## src/rtl/fetch_pkg.sv

```systemverilog
// Shared types for the fetch/sequencing unit: run-state encoding, default PC type
// and the next-PC source selection with its priority resolver.
package fetch_pkg;

  localparam int unsigned PC_W = 12;

  typedef logic [PC_W-1:0] pc_t;

  typedef enum logic [1:0] {
    IDLE = 2'd0,
    RUN  = 2'd1,
    DONE = 2'd2
  } state_t;

  typedef enum logic [2:0] {
    NPC_INC    = 3'd0,
    NPC_RET    = 3'd1,
    NPC_CALL   = 3'd2,
    NPC_JUMP   = 3'd3,
    NPC_BRANCH = 3'd4
  } npc_sel_t;

  // ret > call > jump > taken branch > sequential
  function automatic npc_sel_t npc_select(input logic ret, input logic call,
                                          input logic jump, input logic taken);
    if (ret)       return NPC_RET;
    else if (call) return NPC_CALL;
    else if (jump) return NPC_JUMP;
    else if (taken) return NPC_BRANCH;
    else           return NPC_INC;
  endfunction

endpackage

```

## src/rtl/fetch_ctrl_ras_stack.sv

```systemverilog
// Return-address LIFO. Push when full and pop when empty are ignored; the
// parent flags those cases itself. Push and pop never arrive together.
module ras_stack #(
  parameter int unsigned DEPTH = 4,
  parameter int unsigned W     = 12
) (
  input  logic         clk,
  input  logic         reset,
  input  logic         clr,
  input  logic         push,
  input  logic         pop,
  input  logic [W-1:0] din,
  output logic [W-1:0] top,
  output logic         full,
  output logic         empty
);

  localparam int unsigned CW = $clog2(DEPTH + 1);

  logic [CW-1:0] cnt;
  logic [W-1:0]  mem [DEPTH];

  assign full  = (cnt == CW'(DEPTH));
  assign empty = (cnt == '0);

  always_ff @(posedge clk) begin
    if (!reset || clr) begin
      cnt <= '0;
    end else if (push && !full) begin
      cnt <= cnt + 1'b1;
    end else if (pop && !empty) begin
      cnt <= cnt - 1'b1;
    end
  end

  always_ff @(posedge clk) begin
    if (push && !full) begin
      for (int unsigned i = 0; i < DEPTH; i++) begin
        if (CW'(i) == cnt) mem[i] <= din;
      end
    end
  end

  always_comb begin
    top = '0;
    for (int unsigned i = 0; i < DEPTH; i++) begin
      if (CW'(i + 1) == cnt) top = mem[i];
    end
  end

endmodule

```

## src/rtl/fetch_ctrl.sv

```systemverilog
// Fetch/sequencing unit: IDLE/RUN/DONE run control, next-PC selection with
// call/return stack, registered ALU flags and executed-instruction counter.
module fetch_ctrl
  import fetch_pkg::*;
#(
  parameter int unsigned D          = 12,
  parameter int unsigned START_ADDR = 0,
  parameter int unsigned END_ADDR   = 128,
  parameter int unsigned RAS_DEPTH  = 4,
  parameter int unsigned CNT_W      = 16
) (
  input  logic             clk,
  input  logic             reset,
  input  logic             req,
  input  logic             stall,
  input  logic             branch_en,
  input  logic             jump_en,
  input  logic             call_en,
  input  logic             ret_en,
  input  logic [D-1:0]     target,
  input  logic             zero_i,
  input  logic             pari_i,
  input  logic             sc_i,
  input  logic             sc_clr,
  input  logic             sc_en,
  output logic [D-1:0]     prog_ctr,
  output logic             fetch_valid,
  output logic             done,
  output logic             zero_q,
  output logic             pari_q,
  output logic             sc_q,
  output logic             ras_ovf,
  output logic             ras_unf,
  output logic [CNT_W-1:0] icount
);

  localparam logic [D-1:0] START_PC = D'(START_ADDR);
  localparam logic [D-1:0] END_PC   = D'(END_ADDR);

  state_t       state_q, state_d;
  npc_sel_t     sel;
  logic [D-1:0] pc_inc, pc_nxt, stk_top;
  logic         exec, start, stk_full, stk_empty, ras_push, ras_pop;

  assign fetch_valid = (state_q == RUN) && !stall;
  // An abort (req low in RUN) takes precedence over executing the current PC.
  assign exec        = fetch_valid && req;
  assign start       = (state_q == IDLE) && req;
  assign done        = (state_q == DONE);
  assign pc_inc      = prog_ctr + 1'b1;
  assign sel         = npc_select(ret_en, call_en, jump_en, branch_en && zero_i);
  assign ras_push    = exec && (sel == NPC_CALL) && !stk_full;
  assign ras_pop     = exec && (sel == NPC_RET) && !stk_empty;

  always_comb begin
    pc_nxt = pc_inc;
    case (sel)
      NPC_RET:                        if (!stk_empty) pc_nxt = stk_top;
      NPC_CALL, NPC_JUMP, NPC_BRANCH: pc_nxt = target;
      default:                        pc_nxt = pc_inc;
    endcase
  end

  always_comb begin
    state_d = state_q;
    case (state_q)
      IDLE:    if (req) state_d = RUN;
      RUN: begin
        if (!req)                          state_d = IDLE;
        else if (exec && pc_nxt == END_PC) state_d = DONE;
      end
      DONE:    if (!req) state_d = IDLE;
      default: state_d = IDLE;
    endcase
  end

  always_ff @(posedge clk) begin
    if (!reset) begin
      state_q  <= IDLE;
      prog_ctr <= START_PC;
      zero_q   <= 1'b0;
      pari_q   <= 1'b0;
      sc_q     <= 1'b0;
      ras_ovf  <= 1'b0;
      ras_unf  <= 1'b0;
      icount   <= '0;
    end else begin
      state_q <= state_d;
      if (start) begin
        prog_ctr <= START_PC;
        icount   <= '0;
        ras_ovf  <= 1'b0;
        ras_unf  <= 1'b0;
      end else if (exec) begin
        prog_ctr <= pc_nxt;
        zero_q   <= zero_i;
        pari_q   <= pari_i;
        if (sc_clr)     sc_q <= 1'b0;
        else if (sc_en) sc_q <= sc_i;
        if (icount != '1) icount <= icount + 1'b1;
        if (sel == NPC_CALL && stk_full) ras_ovf <= 1'b1;
        if (sel == NPC_RET && stk_empty) ras_unf <= 1'b1;
      end
    end
  end

  ras_stack #(
    .DEPTH(RAS_DEPTH),
    .W    (D)
  ) u_ras (
    .clk  (clk),
    .reset(reset),
    .clr  (start),
    .push (ras_push),
    .pop  (ras_pop),
    .din  (pc_inc),
    .top  (stk_top),
    .full (stk_full),
    .empty(stk_empty)
  );

endmodule
```

## config.mk

```make
export PLATFORM = sky130hd
export DESIGN_NAME = fetch_ctrl
export DESIGN_NICKNAME = d
export VERILOG_FILES = /design/src/rtl/fetch_pkg.sv /design/src/rtl/fetch_ctrl_ras_stack.sv /design/src/rtl/fetch_ctrl.sv
export SDC_FILE = /design/constraint.sdc
export NUM_CORES = 1
export LEC_CHECK = 0
export CORE_ASPECT_RATIO = 1.1
export CORE_MARGIN = 3
export CORE_UTILIZATION = 49
export CTS_CLUSTER_SIZE = 20
export DETAILED_ROUTE_END_ITERATION = 12
export PLACE_DENSITY = 0.85
export SKIP_LAST_GASP = 1
export SLEW_MARGIN = 40
export SYNTH_ARGS = -nofsm -noshare
export SYNTH_HDL_FRONTEND = slang
export SYNTH_SLANG_ARGS = --single-unit
```

## constraint.sdc

```tcl
create_clock -name clk -period 2.75 [get_ports clk]
set_input_delay 0.55 -clock clk [delete_from_list [all_inputs] [get_ports clk]]
set_output_delay 0.55 -clock clk [all_outputs]
set_load 0.03 [all_outputs]
```

# == After elaboration in Yosys (flattened, before gate mapping) ==
# Memory sizes are Yosys's and may differ from the RTL's.
# Cells that the tools add are included.
# Widths: inputs -> output; s select.
# totals
input_bits,25
mem_bits_rw,48
register_bits,38
mem_count,1
# mem_list
name,words,word_bits,rd,rd_clocked_by_memory_dff,wr,line_no,text
u_ras.mem,4,12,4,0,1,fetch_ctrl_ras_stack.sv:21,logic [W-1:0] mem [DEPTH];
# classes
n_addsub,4
bitwise_logic,2
reduce_logical,33
n_eq_ne,16
muxes,40
# op_table
cell,n
$mux 12,8
$reduce_or 12->1,3
$pmux 12 s2,1
$mux 3,6
$mux 1,17
$add 16x1->16 const B,1
$ne 16x16->1 const B,1
$mux 2,7
$logic_and 1x1->1,13
$add 12x1->12 const B,1
$eq 12x8->1 const B,1
$reduce_and 2->1,4
$eq 2x3->1 const A,2
$eq 3x2->1 const B,2
$eq 3x3->1 const B,2
$pmux 2 s3,1
$reduce_and 3->1,2
$logic_not 1->1,4
$ne 2x2->1 const B,2
$reduce_bool 2->1,2
$add 3x1->3 const B,1
$eq 1x3->1 const A,1
$eq 3x1->1 const B,1
$eq 3x3->1 const A,1
other kinds (10),11

# == Depth between registers and ports, before layout ==
# Gate-level depths: netlist (run 1).
# depth
ltp_word,15
ltp_mapped,11
depth_no_buf,9

# == Modules after synthesis ==
# From an unflattened synthesis (run 1), not the netlist that was laid out.
# unflattened
hier_cells,408
area_unflattened_um2,4315.4
# modules_own_cells
mod,cells_each,instances,area_each_um2
ras_stack,151,1,2283.4
fetch_ctrl,257,1,2031.9

# == Least setup slack after synthesis (run 1) ==
# No wires, ideal clock.
# synth_timing
path_kind,input-to-reg
from,in stall
to,mem u_ras.mem[1][0] (enable)
required_ns,2.351
slack_ns,0.057
arrival_time_ns,2.294
cell_stages,4
n_path_buf,0
path_cell_list,nand2b_1 -> nor2_1 -> nand3_1 -> nor3b_1
# synth_via
elab_chain_cells,12
word_cells_on_any_way,23
classes_between,mux (14); reduce/logical (9)
# synth_lines
element,line_no,text
from (decl),fetch_ctrl.sv:15,"input logic stall,"
$logic_not 1->1 (*),fetch_ctrl.sv:45,assign fetch_valid = (state_q == RUN) && !stall;
$logic_and 1x1->1 (*),fetch_ctrl.sv:45,
$logic_and 1x1->1 (*),fetch_ctrl.sv:47,assign exec = fetch_valid && req;
$logic_and 1x1->1 (*) (2 in series),fetch_ctrl.sv:52,assign ras_push = exec && (sel == NPC_CALL) && !stk_full;
$logic_and 1x1->1 (*),fetch_ctrl_ras_stack.sv:37,if (push && !full) begin
$mux 1,fetch_ctrl_ras_stack.sv:37,
$mux 1 (not written as such),fetch_ctrl_ras_stack.sv:39,if (CW'(i) == cnt) mem[i] <= din;
$reduce_or 12->1 (no source line),-,
$mux 2 (no source line) / $mux 1 (equally long branches) (3 in series),-,
to (decl),fetch_ctrl_ras_stack.sv:21,
# Mark *: on every way between the ends. The rest lies on a longest branch, timed or not.

# == Worst setup path after layout (run 1) ==
# layout_timing
from,reg u_ras.cnt[1]
to,reg state_q[0]
# layout_via
elab_chain_cells,11
word_cells_on_any_way,15
classes_between,eq/ne (6); mux (6); reduce/logical (3)
# layout_lines
element,line_no,text
from (decl),fetch_ctrl_ras_stack.sv:20,logic [CW-1:0] cnt;
from (signal assigned),fetch_ctrl_ras_stack.sv:30,cnt <= cnt + 1'b1;
from (signal assigned),fetch_ctrl_ras_stack.sv:32,cnt <= cnt - 1'b1;
$eq 1x3->1,fetch_ctrl_ras_stack.sv:47,if (CW'(i + 1) == cnt) top = mem[i];
$mux 12 (4 in series),fetch_ctrl_ras_stack.sv:47,
$mux 12 (*),fetch_ctrl.sv:58,NPC_RET: if (!stk_empty) pc_nxt = stk_top;
$pmux 12 s2 (*),fetch_ctrl.sv:57,case (sel)
$eq 12x8->1 (*),fetch_ctrl.sv:70,else if (exec && pc_nxt == END_PC) state_d = DONE;
$logic_and 1x1->1 (*),fetch_ctrl.sv:70,
$ne 3x2->1 (no source line) (*),-,
$reduce_and 3->1 (no source line) (*),-,
to (signal assigned),fetch_ctrl.sv:88,state_q <= state_d;
to (decl),fetch_ctrl.sv:40,"state_t state_q, state_d;"
# Marked as above.
# A chain may end at the register's enable or synchronous reset.

==> impl_summary.log, run 1 <==
INFO  metric htree_levels = 3
INFO  metric finalWeightedCongestion = 0.913
INFO  metric setup_total_negative_slack = 0 ns
INFO  metric worstReg2RegStart = u_ras.cnt[1]
INFO  metric die_width = 92.6 um
INFO  metric synth_ff_type = sky130_fd_sc_hd__edfxtp_1
INFO  metric post_syn_nets = 418
INFO  metric groute.usage.overall = 23.6%
INFO  metric regArea = 0.00220 sq mm
INFO  metric setup_viol = 0
INFO  metric die_h = 101 um
INFO  metric antenna_left = 0
INFO  metric wire_length_of_the_first_global_routing_pass = 17.3 mm
INFO  metric detailed_place_hpwl = 7.88 mm
INFO  metric timing.critical_path.cells = ha_1, ha_4, buf_4, nor4bb_1, a211oi_2, o21ai_0, a221oi_2, nand3_1, or4_4, o211a_1
INFO  metric synth.cells.most_frequent = sky130_fd_sc_hd__nor2_1 (50), sky130_fd_sc_hd__edfxtp_1 (48), sky130_fd_sc_hd__dfxtp_1 (38), sky130_fd_sc_hd__nand2_1 (32), sky130_fd_sc_hd__a21oi_1 (20)
INFO  metric synth.largest_area_cell = sky130_fd_sc_hd__edfxtp_1
INFO  metric critical_path_class = register to register
INFO  metric grt_max_degree = 29
INFO  metric post_synth_main_area_contributors = sky130_fd_sc_hd__edfxtp_1 (36%), sky130_fd_sc_hd__dfxtp_1 (19%), sky130_fd_sc_hd__nor2_1 (4.6%)
INFO  metric cp-start-kind = register
INFO  metric path_max_fanout = 8
INFO  metric crit_start = u_ras.cnt[1]
INFO  metric peakVddDrop = 0.261 mV
INFO  metric hold_start = zero_q
INFO  metric share_of_the_synthesized_area_in_the_top_cell_type = 35.7%
INFO  metric setup.worst_path.end_class = register
INFO  metric timing.clock.skew = 0.00977 ns
INFO  metric drt_first_pass_iters = 5
INFO  metric cts_root_buf = sky130_fd_sc_hd__clkbuf_8
INFO  metric floorplan.die_area = 0.00938 sq mm
INFO  metric num_rows = 34
INFO  metric layout-drive-gt1-share = 16.2%
INFO  metric wire_per_inst = 18.3 um
INFO  metric max_freq = 0.372 GHz
INFO  metric ioPinCount = 60
INFO  metric layout_worst_path_cycle_share = 97.6%
INFO  metric critical_path.n_buffers_inverters = 1
INFO  metric cts.sink_count = 86
INFO  metric yosysWarnings = 0
INFO  metric report.final.hold_viol_count = 0
INFO  metric antenna_cell_count = 0
INFO  metric cp_slowest_stage_delay = 0.45 ns
INFO  metric finalNonFillerCells = 595
INFO  metric hold_class = register to register
INFO  metric cts_max_path_buffers = 2
INFO  metric grt_antenna_before_repair = 0
INFO  metric kind_of_cell_with_the_highest_combined_delay_on_the_critical_path = compound AO/OA/AOI/OAI gates
INFO  metric synth_cell_type_count = 60
INFO  metric drt_drc = 0
INFO  metric p_leak = 1.87 nW
INFO  metric relSlewSlack = 54.6%
INFO  metric syn_inst_count = 385
INFO  metric placement.io_buffers = 59
INFO  metric syn-mean-instance-area = 10.5 sq um
INFO  metric overflow = 0
INFO  metric viasPerCell = 5.92
INFO  metric multiInputGateArea = 0.00178 sq mm
INFO  metric synth_enable_flop_cells = 48
INFO  metric tritoncts = done
INFO  metric time_the_final_worst_path_needs_with_i_o_delays_and_setup = 2.69 ns
INFO  metric yosys_register_bits = 86
INFO  metric nNetsFinal = 515
INFO  metric drv.max_cap_violation_count = 0
INFO  metric syn_to_final_growth = 29.6%
INFO  metric design_power_total = 2.35 mW
INFO  metric worstPathRequired = 3.00 ns
INFO  metric tritoncts.num_buffers = 9
INFO  metric first_global_vias = 3449
INFO  metric dr.first_iter.drc_count = 328
INFO  metric power.density = 449 mW/mm^2
INFO  metric clk_latency = 0.36 ns
INFO  metric crit_arrival = 2.93 ns
INFO  metric vias = 3525
INFO  metric seq_area_frac_synth = 54.5%
INFO  metric tightest_pin_transition = 0.672 ns
INFO  metric post_synth_instance_area = 0.00404 sq mm
INFO  metric fp.coreArea = 0.00796 sq mm
INFO  metric wl = 10.9 mm
INFO  metric synthMostInstantiatedCell = sky130_fd_sc_hd__nor2_1
INFO  metric ys_async_sr_fraction = 0%
INFO  metric ctsHoldBuffers = 0
INFO  metric maxSlewViolCount = 0
INFO  metric dp.cells = 577
INFO  metric clkSlewWorstSetupHoldPaths = 0.09 ns
INFO  metric critical_path.slowest_cell = sky130_fd_sc_hd__or4_4
INFO  metric status = finished clean
INFO  metric final.fill_count = 632
INFO  metric start_util = 50.8%
[cell families after synthesis]
group                      Yosys count  share of synthesized area [%]
buffers and inverters               26                           2.85
xor gates and xnor gates            22                           4.77
muxes                                3                          0.774
adders and majority gates            8                           2.48
and+or+nand+nor                    143                           17.5
DFF                                 86                           54.5
AOI/OAI and AO/OA                   97                           17.2
[cell type report]
cell class | instances | area share [%]
sequential | 86 | 42.1
multi-input combinational | 273 | 33.9
timing repair buffer | 101 | 17.3
tap | 108 | 2.58
clock buffer | 10 | 2.44
clock inverter | 6 | 0.908
inverter | 11 | 0.788
[tightest hold or removal path, stage by stage, from the launching register on]
cell                       delay, ns
sky130_fd_sc_hd__dfxtp_1        0.32
sky130_fd_sc_hd__nand2_1        0.05
sky130_fd_sc_hd__a21boi_0       0.07
[report_power, final]
part,internal [mW],total [mW],switching (mW)
combinational,0.0927,0.189,0.0965
sequential,1.35,1.36,0.00662
clock,0.333,0.806,0.473
total,1.78,2.35,0.576
[timing repair]
action | CTS | global route
buffers inserted | 0 | 2
pin swaps | 0 | 8
gates resized for setup | 5 | 8
endpoints found under the setup margin | 2 | 5
endpoints found under the hold margin | 0 | 0
[final timing paths]
check / endpoint / slack, ns / cells past startpoint
worst max-delay path: state_q[0] / 0.06 / 10
worst min-delay path: zero_q / 0.49 / 2
worst max register to register: state_q[0] / 0.06 / 10
worst min register to register: zero_q / 0.49 / 2
[cell usage in the layout (no fill, tap or decap), drive strengths merged, types with 4 or more instances in the layout]
cell	synthesis	routed
o21ai	21	21
a211oi	14	14
clkdlybuf4s50	0	59
a21oi	20	20
edfxtp	48	48
nand4	9	9
nand2	32	32
nor2b	5	5
clkbuf	8	10
ha	8	8
nand2b	6	6
nor2	50	50
inv	11	12
xor2	16	16
nand3	10	10
buf	7	42
a221oi	6	6
a22oi	5	5
xnor2	6	6
clkinvlp	0	4
and4	4	4
nor3	7	7
or3	4	4
dfxtp	38	38
[per-layer routing]
layer | global-route usage, % | routed length [um]
met1 | 29.7 | 4280
met2 | 39.8 | 5390
met3 | 5.42 | 943
met4 | 9.26 | 248
met5 | 0 | 0
[registers in the layout, indices dropped and copies added, names as in the netlist]
register,cells
prog_ctr,12
state_q,2
zero_q,1
u_ras.cnt,3
sc_q,1
pari_q,1
u_ras.mem,48
ras_ovf,1
ras_unf,1
icount,16
[per-stage QoR]
| stage | cell area, sq um | worst slack [ns] | hold slack (ns) | utilization (%) |
|---|---|---|---|---|
| 5_1_grt | 5240 | -0.0282 | 0.508 | 65.9 |
| 2_1_floorplan | 4040 | 0.0566 | 0.526 | - |
| 6_report | 5240 | 0.0648 | 0.485 | 65.9 |
| 3_5_place_dp | 5000 | -0.0916 | 0.467 | 62.9 |
| 4_1_cts | 5200 | 0.000687 | 0.479 | 65.4 |
| 3_3_place_gp | 5000 | -0.0374 | 0.452 | 62.9 |
Note: power is estimated with default switching activity, not from simulation.
==> run 2, diff against run 1 <==
Settings changed: CORE_UTILIZATION 49 to 35, PLACE_DENSITY 0.85 to 0.67.
==> run 2 against run 1 <==
Effect of this change:
- clock power rose by 70%
- setup slack improved by 0.046 ns
- hold slack got worse by 0.019 ns
- core utilization decreased by 16 points
- critical path depth is 1 lower
- sequential share of layout area down 2.2 points
- combinational power increased by 3%
- clock skew decreased by 0.0017 ns
- largest cell class unchanged
- total power grew 24%
- sequential power about the same
- first-iteration DRC count decreased by 5.2%
- critical endpoint unchanged
- flip-flop and latch count stayed put
- critical path type unchanged
==> impl_summary.log, run 2 (synthesis gave the netlist of run 1 again) <==
INFO  metric die_h = 119 um
INFO  metric tightest_pin_transition = 0.775 ns
INFO  metric drt_drc = 0
INFO  metric pwr-share-seq = 46.5%
INFO  metric wire_length_of_the_first_global_routing_pass = 17.6 mm
INFO  metric num_rows = 40
INFO  metric post_cts_buffers = 0
INFO  metric worstPathRequired = 2.98 ns
INFO  metric tritoncts = done
INFO  metric placed_instance_area = 0.00514 sq mm
INFO  metric power.share.switching = 20.3%
INFO  metric layout_worst_path_cycle_share = 96.0%
INFO  metric antenna_left = 0
INFO  metric grt_setup_unrepaired = yes
INFO  metric p_int = 2.33 mW
INFO  metric drv.max_cap_violation_count = 0
INFO  metric peakVddDrop = 0.379 mV
INFO  metric groute.usage.overall = 17.6%
INFO  metric switchingPower = 593 uW
INFO  metric comb_power_share = 6.6%
INFO  metric first_global_vias = 3391
INFO  metric grt_antenna_before_repair = 0
INFO  metric cts.sink_count = 86
INFO  metric syn_to_final_growth = 36.5%
INFO  metric antenna_cell_count = 0
INFO  metric reg.largest.list = u_ras.mem: 48 flops, icount: 16 flops, prog_ctr: 12 flops
INFO  metric power.density = 530 mW/mm^2
INFO  metric regMostFlops = u_ras.mem
INFO  metric nNetsFinal = 525
INFO  metric ioPinCount = 60
INFO  metric time_the_final_worst_path_needs_with_i_o_delays_and_setup = 2.64 ns
INFO  metric clkSlewWorstSetupHoldPaths = 0.06 ns
INFO  metric critical_path_class = register to register
INFO  metric finalWeightedCongestion = 0.921
INFO  metric fp.coreArea = 0.0111 sq mm
INFO  metric timing.clock.skew = 0.00808 ns
INFO  metric final_common_cell = sky130_fd_sc_hd__clkdlybuf4s50_1
INFO  metric die_width = 108 um
INFO  metric dp.cells = 628
INFO  metric vias = 3417
INFO  metric floorplan.die_area = 0.0129 sq mm
INFO  metric layout_common_cells = sky130_fd_sc_hd__clkdlybuf4s50_1 (59), sky130_fd_sc_hd__buf_4 (52), sky130_fd_sc_hd__nor2_1 (49), sky130_fd_sc_hd__edfxtp_1 (48), sky130_fd_sc_hd__dfxtp_1 (38)
INFO  metric drt_first_pass_iters = 6
INFO  metric cp-start-kind = register
INFO  metric grt_max_degree = 22
INFO  metric clkPwrFrac = 46.9%
INFO  metric status = finished clean
INFO  metric overflow = 0
INFO  metric tritoncts.num_buffers = 9
INFO  metric maxSlewViolCount = 0
INFO  metric cts_max_path_buffers = 2
INFO  metric hold_class = register to register
INFO  metric cts_root_buf = sky130_fd_sc_hd__clkbuf_16
INFO  metric path_max_fanout = 8
INFO  metric crit_arrival = 2.87 ns
INFO  metric max_freq = 0.379 GHz
INFO  metric htree_levels = 3
INFO  metric report.final.hold_viol_count = 0
INFO  metric finalNonFillerCells = 643
INFO  metric placement.io_buffers = 59
INFO  metric clk_latency = 0.34 ns
INFO  metric placement.setup.worst_slack = -0.109 ns
INFO  metric relSlewSlack = 47.6%
INFO  metric setup.worst_path.end_class = register
INFO  metric largest_reg_flops = 48
INFO  metric ctsHoldBuffers = 0
INFO  metric setup_viol = 0
INFO  metric viasPerCell = 5.31
INFO  metric dr.first_iter.drc_count = 311
INFO  metric wl = 11.0 mm
INFO  metric finalInstanceArea = 0.00552 sq mm
INFO  metric setup_total_negative_slack = 0 ns
INFO  metric layout-drive-gt1-share = 17.9%
INFO  metric detailed_place_hpwl = 8.42 mm
INFO  metric worst_slack = 0.111 ns
INFO  metric start_util = 36.4%
INFO  metric wire_per_inst = 17.0 um
INFO  metric p_leak = 2.00 nW
-- run 2: per-stage QoR --
step           total power [mW]  utilization, %  hold slack (ns)
3_5_place_dp               1.57            46.3            0.465
4_1_cts                    2.93            49.4            0.473
3_3_place_gp               1.57            46.3            0.454
2_1_floorplan              1.47               -            0.526
6_report                   2.93            49.7            0.467
5_1_grt                    3.00            49.7            0.498
-- run 2: worst paths after layout --
path,start,endpoint,slack [ns],cells after the start
max,u_ras.cnt[0],state_q[0],0.11,9
min,zero_q,zero_q,0.47,2
max reg2reg,u_ras.cnt[0],state_q[0],0.11,9
min reg2reg,zero_q,zero_q,0.47,2
-- run 2: worst max-delay path: stages, from the launching register on --
cell                       delay [ns]
sky130_fd_sc_hd__dfxtp_1         0.33
sky130_fd_sc_hd__ha_1            0.21
sky130_fd_sc_hd__ha_2            0.22
sky130_fd_sc_hd__or2_1           0.34
sky130_fd_sc_hd__a221oi_2        0.23
sky130_fd_sc_hd__a21oi_1         0.10
sky130_fd_sc_hd__a31oi_1         0.17
sky130_fd_sc_hd__o21ai_0         0.16
sky130_fd_sc_hd__or4_4           0.55
sky130_fd_sc_hd__o211a_1         0.23
-- run 2: power by group through the flow --
stage | Clock [mW] | Combinational (mW) | Sequential (mW)
floorplan | 0 | 0.0756 | 1.40
global placement | 0 | 0.186 | 1.39
detailed placement | 0 | 0.187 | 1.39
CTS | 1.38 | 0.189 | 1.36
global route | 1.43 | 0.207 | 1.36
finish | 1.37 | 0.194 | 1.36
-- run 2: layout make-up --
class | instances | area, sq um
repair buffers | 111 | 981
flip-flops and latches | 86 | 2200
clock inverters | 6 | 110
inverters | 11 | 41.3
fillers | 1015 | 5590
clock buffers | 9 | 225
multi-input cells | 273 | 1780
well taps | 147 | 184
-- run 2: timing repair --
| item | 4_1_cts | 5_1_grt |
|---|---|---|
| hold endpoints to repair | 0 | 0 |
| gates resized for setup | 2 | 9 |
| pin swaps | 0 | 4 |
| cloned | 0 | 0 |
| endpoints found under the setup margin | 2 | 4 |
-- run 2: per-layer routing --
metal  wire, um  track usage (%)  vias to the layer above  part of all wire [%]
met2       5200             27.7                      128                    47
met5          0                0                        -                     0
met3        783             4.31                       14                   7.1
met1       4850             23.8                     1620                    44
met4        127             5.68                        0                   1.2
li1           -                -                     1655                     -
